<file path="src/rtl/fifo_pkg.sv">
// Shared helpers for the dual-clock FIFO pointer logic: Gray conversions
// sized for the widest legal pointer, and the depth derivation.
package fifo_pkg;

  localparam int MAX_PTR_W = 13;

  typedef logic [MAX_PTR_W-1:0] ptr_t;

  function automatic int fifo_depth(input int addr_width);
    return 1 << addr_width;
  endfunction

  function automatic ptr_t bin2gray(input ptr_t b);
    return (b >> 1) ^ b;
  endfunction

  // Each binary bit is the XOR of every Gray bit at or above it.
  function automatic ptr_t gray2bin(input ptr_t g);
    ptr_t b;
    b = '0;
    for (int i = 0; i < MAX_PTR_W; i++) begin
      b[i] = ^(g >> i);
    end
    return b;
  endfunction

endpackage

</file>
<file path="src/rtl/wptr_full_level_if.sv">
// Write-side bus between the FIFO writer/memory port and the write pointer block.
// Handshake: a write is taken on a wclk edge when winc=1 and full=0 (wen=1); winc while full is dropped and flagged on wovf.
interface wptr_full_level_if #(
  parameter int ADDR_WIDTH = 4
);
  logic                  winc;
  logic                  wovf_clr;
  logic [ADDR_WIDTH:0]   rptr_gray;
  logic [ADDR_WIDTH-1:0] waddr;
  logic [ADDR_WIDTH:0]   wptr_gray;
  logic                  wen;
  logic                  full;
  logic                  almost_full;
  logic [ADDR_WIDTH:0]   wlevel;
  logic                  wovf;

  modport master (
    output winc, wovf_clr, rptr_gray,
    input  waddr, wptr_gray, wen, full, almost_full, wlevel, wovf
  );

  modport slave (
    input  winc, wovf_clr, rptr_gray,
    output waddr, wptr_gray, wen, full, almost_full, wlevel, wovf
  );
endinterface

</file>
<file path="src/rtl/sync_bus_ff.sv">
// Multi-stage flop chain for bringing a Gray-coded bus into a new clock domain.
module sync_bus_ff #(
  parameter int WIDTH  = 5,
  parameter int STAGES = 2
) (
  input  logic             clk,
  input  logic             rst_n,
  input  logic [WIDTH-1:0] d,
  output logic [WIDTH-1:0] q
);

  logic [WIDTH-1:0] stage [STAGES];

  always_ff @(posedge clk or negedge rst_n) begin
    if (!rst_n) begin
      for (int i = 0; i < STAGES; i++) stage[i] <= '0;
    end else begin
      stage[0] <= d;
      for (int i = 1; i < STAGES; i++) stage[i] <= stage[i-1];
    end
  end

  assign q = stage[STAGES-1];

endmodule

</file>
<file path="src/rtl/wptr_full_level.sv">
// Write-domain pointer, full/almost-full, fill level and sticky overflow for the
// dual-clock FIFO. Status is pessimistic: read progress arrives through the synchroniser.
module wptr_full_level
  import fifo_pkg::*;
#(
  parameter int ADDR_WIDTH   = 4,
  parameter int SYNC_STAGES  = 2,
  parameter int AFULL_THRESH = 12
) (
  input logic              wclk,
  input logic              wrst_n,
  wptr_full_level_if.slave bus
);

  localparam int PW        = ADDR_WIDTH + 1;
  localparam int DEPTH     = fifo_depth(ADDR_WIDTH);
  localparam int AFULL_EFF = (AFULL_THRESH > DEPTH) ? DEPTH : AFULL_THRESH;
  localparam logic [PW-1:0] AFULL_T = PW'(AFULL_EFF);

  logic [PW-1:0] wbin, wgray, wlevel_q;
  logic [PW-1:0] wbin_next, wgray_next, rq_sync, rbin_sync, level_next;
  logic          full_q, afull_q, wovf_q, wen;

  sync_bus_ff #(
    .WIDTH (PW),
    .STAGES(SYNC_STAGES)
  ) u_rsync (
    .clk  (wclk),
    .rst_n(wrst_n),
    .d    (bus.rptr_gray),
    .q    (rq_sync)
  );

  assign wen        = bus.winc & ~full_q;
  assign wbin_next  = wbin + PW'(wen);
  assign wgray_next = PW'(bin2gray(ptr_t'(wbin_next)));
  assign rbin_sync  = PW'(gray2bin(ptr_t'(rq_sync)));
  assign level_next = wbin_next - rbin_sync;

  always_ff @(posedge wclk or negedge wrst_n) begin
    if (!wrst_n) begin
      wbin     <= '0;
      wgray    <= '0;
      wlevel_q <= '0;
      full_q   <= 1'b0;
      afull_q  <= 1'b0;
      wovf_q   <= 1'b0;
    end else begin
      wbin     <= wbin_next;
      wgray    <= wgray_next;
      wlevel_q <= level_next;
      // Full when the write pointer has lapped the read pointer by exactly one wrap.
      full_q   <= (wgray_next == {~rq_sync[PW-1:PW-2], rq_sync[PW-3:0]});
      afull_q  <= (level_next >= AFULL_T);
      if (bus.winc && full_q)  wovf_q <= 1'b1;
      else if (bus.wovf_clr)   wovf_q <= 1'b0;
    end
  end

  assign bus.waddr       = wbin[ADDR_WIDTH-1:0];
  assign bus.wptr_gray   = wgray;
  assign bus.wen         = wen;
  assign bus.full        = full_q;
  assign bus.almost_full = afull_q;
  assign bus.wlevel      = wlevel_q;
  assign bus.wovf        = wovf_q;

endmodule

</file>
<file path="src/flat_wrapper.sv">
// flat-port wrapper written by rule: the top's interface ports become plain ports
module wptr_full_level_flat import fifo_pkg::*;
#(
  parameter int ADDR_WIDTH   = 4,
  parameter int SYNC_STAGES  = 2,
  parameter int AFULL_THRESH = 12
)
  (wclk, wrst_n, bus_winc, bus_wovf_clr, bus_rptr_gray, bus_waddr, bus_wptr_gray, bus_wen, bus_full, bus_almost_full, bus_wlevel, bus_wovf);
  wptr_full_level_if #(.ADDR_WIDTH(ADDR_WIDTH)) bus_i ();
  input logic wclk;
  input logic wrst_n;
  input wire logic [$bits(bus_i.winc)-1:0] bus_winc;
  input wire logic [$bits(bus_i.wovf_clr)-1:0] bus_wovf_clr;
  input wire logic [$bits(bus_i.rptr_gray)-1:0] bus_rptr_gray;
  output wire logic [$bits(bus_i.waddr)-1:0] bus_waddr;
  output wire logic [$bits(bus_i.wptr_gray)-1:0] bus_wptr_gray;
  output wire logic [$bits(bus_i.wen)-1:0] bus_wen;
  output wire logic [$bits(bus_i.full)-1:0] bus_full;
  output wire logic [$bits(bus_i.almost_full)-1:0] bus_almost_full;
  output wire logic [$bits(bus_i.wlevel)-1:0] bus_wlevel;
  output wire logic [$bits(bus_i.wovf)-1:0] bus_wovf;
  assign bus_i.winc = bus_winc;
  assign bus_i.wovf_clr = bus_wovf_clr;
  assign bus_i.rptr_gray = bus_rptr_gray;
  assign bus_waddr = bus_i.waddr;
  assign bus_wptr_gray = bus_i.wptr_gray;
  assign bus_wen = bus_i.wen;
  assign bus_full = bus_i.full;
  assign bus_almost_full = bus_i.almost_full;
  assign bus_wlevel = bus_i.wlevel;
  assign bus_wovf = bus_i.wovf;
  wptr_full_level #(.ADDR_WIDTH(ADDR_WIDTH), .SYNC_STAGES(SYNC_STAGES), .AFULL_THRESH(AFULL_THRESH)) u_core (.wclk(wclk), .wrst_n(wrst_n), .bus(bus_i));
endmodule
</file>
<file path="config.mk">
export PLATFORM = sky130hd
export DESIGN_NAME = wptr_full_level_flat
export DESIGN_NICKNAME = d
export VERILOG_FILES = /design/src/rtl/fifo_pkg.sv /design/src/rtl/wptr_full_level_if.sv /design/src/rtl/sync_bus_ff.sv /design/src/rtl/wptr_full_level.sv /design/src/flat_wrapper.sv
export SDC_FILE = /design/constraint.sdc
export NUM_CORES = 1
export LEC_CHECK = 0
export BUFFER_PORTS_ARGS = -buffer_cell sky130_fd_sc_hd__buf_2
export CAP_MARGIN = 25
export CORE_MARGIN = 2
export CORE_UTILIZATION = 28
export CTS_BUF_LIST = sky130_fd_sc_hd__clkbuf_4 sky130_fd_sc_hd__clkbuf_8 sky130_fd_sc_hd__clkbuf_16
export DETAILED_ROUTE_END_ITERATION = 12
export GPL_TIMING_DRIVEN = 0
export SLEW_MARGIN = 30
export SYNTH_ARGS = -nofsm -noshare
export SYNTH_HDL_FRONTEND = slang
export SYNTH_SLANG_ARGS = --single-unit
</file>
<file path="constraint.sdc">
create_clock -name wclk -period 4.3 [get_ports wclk]
set_input_delay 0.43 -clock wclk [delete_from_list [all_inputs] [get_ports wclk]]
set_output_delay 0.43 -clock wclk [all_outputs]
set_load 0.005 [all_outputs]
</file>
======== After elaboration in Yosys (flattened, before gate mapping) ========
Index checks and enable logic that the tools add are counted.
word-level totals
  memories ................................ 0
  memory bits (read-only) ................. 0
  bits in writable memories ............... 0
  bits in registers ....................... 28
  latch bits .............................. 0
  output and inout bits ................... 18
  input port bits ......................... 9
operators by class
  muxes and demuxes ....................... 2
  multiply operators ...................... 0
  add/subtract/negate cells ............... 2
  divide/modulo/power cells ............... 0
  reductions and logical operators ........ 7
  bitwise operators ....................... 4
  $lt $le $gt $ge ......................... 1
  shifts and indexed selects .............. 0
  equality and inequality tests ........... 1
operator list
  operator                                                                              number
  13-bit XOR reduction                                                                  5
  5-bit by 1-bit adder with 5-bit output                                                1
  5-bit equality test                                                                   1
  5-bit by 4-bit greater-or-equal comparator with 1-bit output (second input constant)  1
  5-bit subtractor                                                                      1
  4-bit by 5-bit bitwise XOR with 5-bit output                                          1
  1-bit two-way mux                                                                     2
  2-bit inverter                                                                        1
  2-bit nonzero test                                                                    1
  1-bit AND                                                                             1
  1-bit logical AND                                                                     1
  1-bit inverter                                                                        1

======== Depth between registers and ports, before layout ========
  word-level depth ........................ 5
  gate-level depth with buffers ........... 9
  mapped depth without buffers ............ 9

======== By module ========
Synthesis repeated with hierarchy kept, for this count alone.
unflattened totals
  cells, all modules ...................... 87
  area total of the unflattened synthesis .. 1202.4 µm²
modules (own cells, without submodules)
  module           area each (µm²)  seq. area each (µm²)  instances  cells an instance
  wptr_full_level  914.6            425.4                 1          72
  sync_bus_ff      287.8            250.2                 1          15

======== Worst setup path before layout ========
Ideal clock, no wire load.
  kind .................................... register to register
  start point ............................. reg u_core.u_rsync.stage, in the netlist u_core.u_rsync.q[3]
  end point ............................... reg u_core.afull_q, in the netlist u_core.bus.almost_full
  stages on the path, launching flop included .. 10
  clock period less this slack ............ 2435 ps
  arrival ................................. 2304 ps
  required time ........................... 4169 ps
  path slack .............................. 1865 ps
  path through ............................ dfrtp_1 xor3_2 xnor2_1 xnor2_1 ha_1 inv_1 fa_1 and2_2 o21ai_1 nand4_1
on the way
  longest elaborated chain between the ends .. 3
  elaborated cells on any way between the ends .. 6
  those cells by class .................... add/sub: 1; order compare: 1; reduce/logical: 4
ends and longest elaborated chain
  what                                                              line                   text
  from (decl)                                                       sync_bus_ff.sv:12      logic [WIDTH-1:0] stage [STAGES];
  13-bit XOR reduction                                              fifo_pkg.sv:22         b[i] = ^(g >> i);
  5-bit subtractor (*)                                              wptr_full_level.sv:38  assign level_next = wbin_next - rbin_sync;
  5-bit by 4-bit greater-or-equal comparator with 1-bit output (*)  wptr_full_level.sv:54  afull_q <= (level_next >= AFULL_T);
  to (signal assigned)                                              wptr_full_level.sv:54
  to (decl)                                                         wptr_full_level.sv:22  logic full_q, afull_q, wovf_q, wen;
Mark *: on every way between the ends. The rest lies on a longest branch, timed or not.
A chain may end at the register's enable or synchronous reset.

======== Final worst setup path ========
Ends and elaborated chain as after synthesis.

==> impl_metrics.sql <==
INSERT INTO impl_metrics (metric_group, metric, value, unit) VALUES
('placement', 'io_buffers', '26', ''),
('timing', 'hold-worst-slack', '0.151', 'ns'),
('critical_path', 'worst_setup_path_end_kind', 'flip-flop', ''),
('synthesis', 'compound_cell_area_share_of_the_yosys_netlist', '3.86', '%'),
('critical_path', 'required', '4.45', 'ns'),
('drt', 'wl_met1', '855', 'um'),
('hold_path', 'min_path_type', 'in -> async', ''),
('global_route', 'grt_first_pass_wirelength', '3.28', 'mm'),
('timing', 'final.setup.tns', '0', 'ns'),
('global_route', 'grt_max_degree', '28', ''),
('floorplanning', 'die_w', '69.5', 'um'),
('clock_network', 'worst_skew_pair_later_pin_latency', '0.27', 'ns'),
('timing', 'final-setup-viol-count', '0', ''),
('synthesis', 'syn-instance-count', '91', ''),
('clock_network', 'clock-sinks', '27', ''),
('critical_path', 'cp_max_fo', '6', ''),
('floorplanning', 'core_area', '4060', 'um^2'),
('synthesis', 'synth.area.top_cells', 'sky130_fd_sc_hd__dfrtp_1 (56%), sky130_fd_sc_hd__xnor2_1 (9.5%), sky130_fd_sc_hd__xor2_1 (5.1%)', ''),
('pwr', 'power_leakage', '0.693', 'nW'),
('floorplanning', 'floorplan.die.height', '69.5', 'um'),
('clock_network', 'cts_repair_resize_count', '0', ''),
('synthesis', 'syn-cell-area', '1200', 'um^2'),
('finish', 'layout_area_overhead', '20.1', '%'),
('placement', 'final_weighted_congestion_in_routability_driven_placement', '0.742', ''),
('pwr', 'p_per_area', '774', 'nW/um^2'),
('floorplanning', 'floorplan.initialDensity', '29.6', '%'),
('global_route', 'antenna_found_initial', '0', ''),
('timing', 'finalCritPeriodShare', '62.1', '%'),
('clock_network', 'cts_hold_buf', '0', ''),
('clock_network', 'numCtsBuffers', '3', ''),
('drt', 'detail_route.iter0.violations', '4', ''),
('timing', 'grt_setup_unrepaired', 'false', ''),
('status', 'outcome', 'completed', ''),
('drt', 'routed_wirelength', '1.92', 'mm'),
('flow_run', 'drv.max_cap_violation_count', '0', ''),
('critical_path', 'worst-setup-path-type', 'reg -> reg', ''),
('drt', 'detail_route.wl_per_cell', '11.3', 'um'),
('critical_path', 'crit_arrival', '2.82', 'ns'),
('finish', 'fin_util', '35.5', '%'),
('synthesis', 'synth_top_family_by_area', 'XOR/XNOR gates', ''),
('floorplanning', 'design.die.area', '4820', 'um^2'),
('floorplanning', 'design.portCount', '27', ''),
('critical_path', 'setup.reg_to_reg.worst_slack', '1.63', 'ns'),
('drt', 'firstDrtPassIters', '3', ''),
('synthesis', 'synth_warnings', '0', ''),
('global_route', 'grtUsageTotal', '8.69', '%'),
('drt', 'detail-route-antenna-nets', '0', ''),
('global_route', 'grt.overflow.total', '0', ''),
('synthesis', 'synth_sequential_area_ratio', '56.3', '%'),
('synthesis', 'synth.largest_area_cell', 'sky130_fd_sc_hd__dfrtp_1', ''),
('clock_network', 'postCtsSetupRepairBufs', '0', ''),
('drt', 'route.detailed.drc', '0', ''),
('drt', 'via_per_inst', '4.14', ''),
('clock_network', 'clk_pin_slew', '0.08', 'ns'),
('timing', 'worst-slew-pin-transition', '0.578', 'ns'),
('pwr', 'maximum_vdd_drop', '0.000320', 'V'),
('timing', 'period_needed', '2.67', 'ns'),
('timing', 'final-max-slew-violation-count', '0', ''),
('timing', 'fmax', '0.375', 'GHz'),
('clock_network', 'cts_root_buf', 'sky130_fd_sc_hd__clkbuf_8', ''),
('synthesis', 'synth-xor-area-share', '22.1', '%'),
('synthesis', 'synth.top_cell.area_share', '56.3', '%'),
('timing', 'final_hold_viol_count', '0', ''),
('clock_network', 'clk_path_buf_depth', '2', ''),
('finish', 'antenna-diode-count', '0', ''),
('placement', 'hpwl', '1.44', 'mm'),
('clock_network', 'cts_max_level', '1', ''),
('critical_path', 'element_type_at_the_critical_path_start', 'flip-flop', ''),
('finish', 'final_stage_net_count', '136', ''),
('drt', 'vias', '708', ''),
('timing', 'final.setup_skew', '0.00326', 'ns');
[stage by stage]
| stage | instances | power [mW] | worst slack, ns | instance area, um^2 |
|---|---|---|---|---|
| 4_1_cts | 171 | 1.14 | 1.61 | 1440 |
| 5_1_grt | 171 | 1.22 | 1.43 | 1440 |
| 6_report | 171 | 1.12 | 1.63 | 1440 |
| 2_1_floorplan | 91 | 0.817 | 1.87 | 1200 |
| 3_3_place_gp | 167 | 0.971 | 1.69 | 1390 |
| 3_5_place_dp | 167 | 0.979 | 1.65 | 1390 |
[worst paths after layout]
check,start,end,cells past startpoint
hold / removal,wrst_n,u_core.bus.wlevel[2],1
max in group asynchronous,wrst_n,u_core.wbin[0],1
setup reg to reg,u_core.u_rsync.q[3],u_core.bus.almost_full,9
hold reg to reg,u_core.u_rsync.stage[5],u_core.u_rsync.q[0],0
min in group wclk,bus_rptr_gray[0],u_core.u_rsync.stage[5],1
setup / recovery,u_core.u_rsync.q[3],u_core.bus.almost_full,9
[power breakdown]
group | internal [mW] | leakage (nW) | switching [mW]
Sequential | 0.345 | 0.319 | 0.0397
Combinational | 0.291 | 0.348 | 0.294
Clock | 0.0726 | 0.0262 | 0.0732
[Yosys cell counts, drive strengths merged]
master	n
a21o	2
a21oi	3
a31oi	1
and2	1
and4b	1
buf	2
clkbuf	2
dfrtp	27
fa	1
ha	4
inv	5
mux2i	1
nand2	4
nand3	2
nand4	1
nor2	4
nor2b	2
nor4	1
o21ai	2
or3	1
xnor2	14
xnor3	1
xor2	7
xor3	2
[critical path, stage by stage, from the launching register on]
cell and delay [ns]:
sky130_fd_sc_hd__dfrtp_1 0.41, sky130_fd_sc_hd__xor3_2 0.50, sky130_fd_sc_hd__xnor2_1 0.36, sky130_fd_sc_hd__xnor2_1 0.17, sky130_fd_sc_hd__ha_1 0.16, sky130_fd_sc_hd__inv_1 0.05
sky130_fd_sc_hd__fa_1 0.47, sky130_fd_sc_hd__and2_2 0.21, sky130_fd_sc_hd__o21ai_1 0.13, sky130_fd_sc_hd__nand4_1 0.10
[registers in the layout, indices dropped and copies added (netlist names)]
register,flops
u_core.u_rsync.stage,5
u_core.u_rsync.q,5
u_core.wbin,5
u_core.bus.almost_full,1
u_core.bus.wlevel,5
u_core.bus.wovf,1
u_core.bus.wptr_gray,4
u_core.bus.full,1
[placed cells by master, fill, tap and decap left out, types with 2 or more instances in the layout]
| cell type | n |
|---|---|
| sky130_fd_sc_hd__dfrtp_1 | 27 |
| sky130_fd_sc_hd__buf_2 | 26 |
| sky130_fd_sc_hd__xnor2_1 | 13 |
| sky130_fd_sc_hd__xor2_1 | 7 |
| sky130_fd_sc_hd__inv_1 | 5 |
| sky130_fd_sc_hd__nand2_1 | 4 |
| sky130_fd_sc_hd__nor2_1 | 4 |
| sky130_fd_sc_hd__ha_1 | 4 |
| sky130_fd_sc_hd__a21oi_1 | 3 |
| sky130_fd_sc_hd__clkbuf_8 | 3 |
| sky130_fd_sc_hd__clkbuf_1 | 2 |
| sky130_fd_sc_hd__xor3_2 | 2 |
| sky130_fd_sc_hd__a21o_1 | 2 |
| sky130_fd_sc_hd__nand3_1 | 2 |
[routing by layer]
layer	global-route usage, %	up-vias
met5	0	-
met4	5.88	0
met3	2.33	5
met2	13.0	19
met1	10.9	334
li1	-	350
[area by class of cell]
cell class                 instances  area [um^2]
sequential                        27          676
buffer                             4         22.5
fill                             397         2620
clock buffer                       4         48.8
timing repair buffer              26          130
multi-input combinational         55          483
tap                               50         62.6
inverter                           5         18.8
[cell families (layout without fill, tap and decap cells)]
| group | count (synthesis) | in the layout |
|---|---|---|
| xor+xnor | 24 | 24 |
| mux | 1 | 1 |
| simple gates | 17 | 17 |
| compound gates | 8 | 8 |
| buf+inv | 9 | 39 |
| fa+ha+maj | 5 | 5 |
| flops | 27 | 27 |
(Power assumes the default switching activity.)
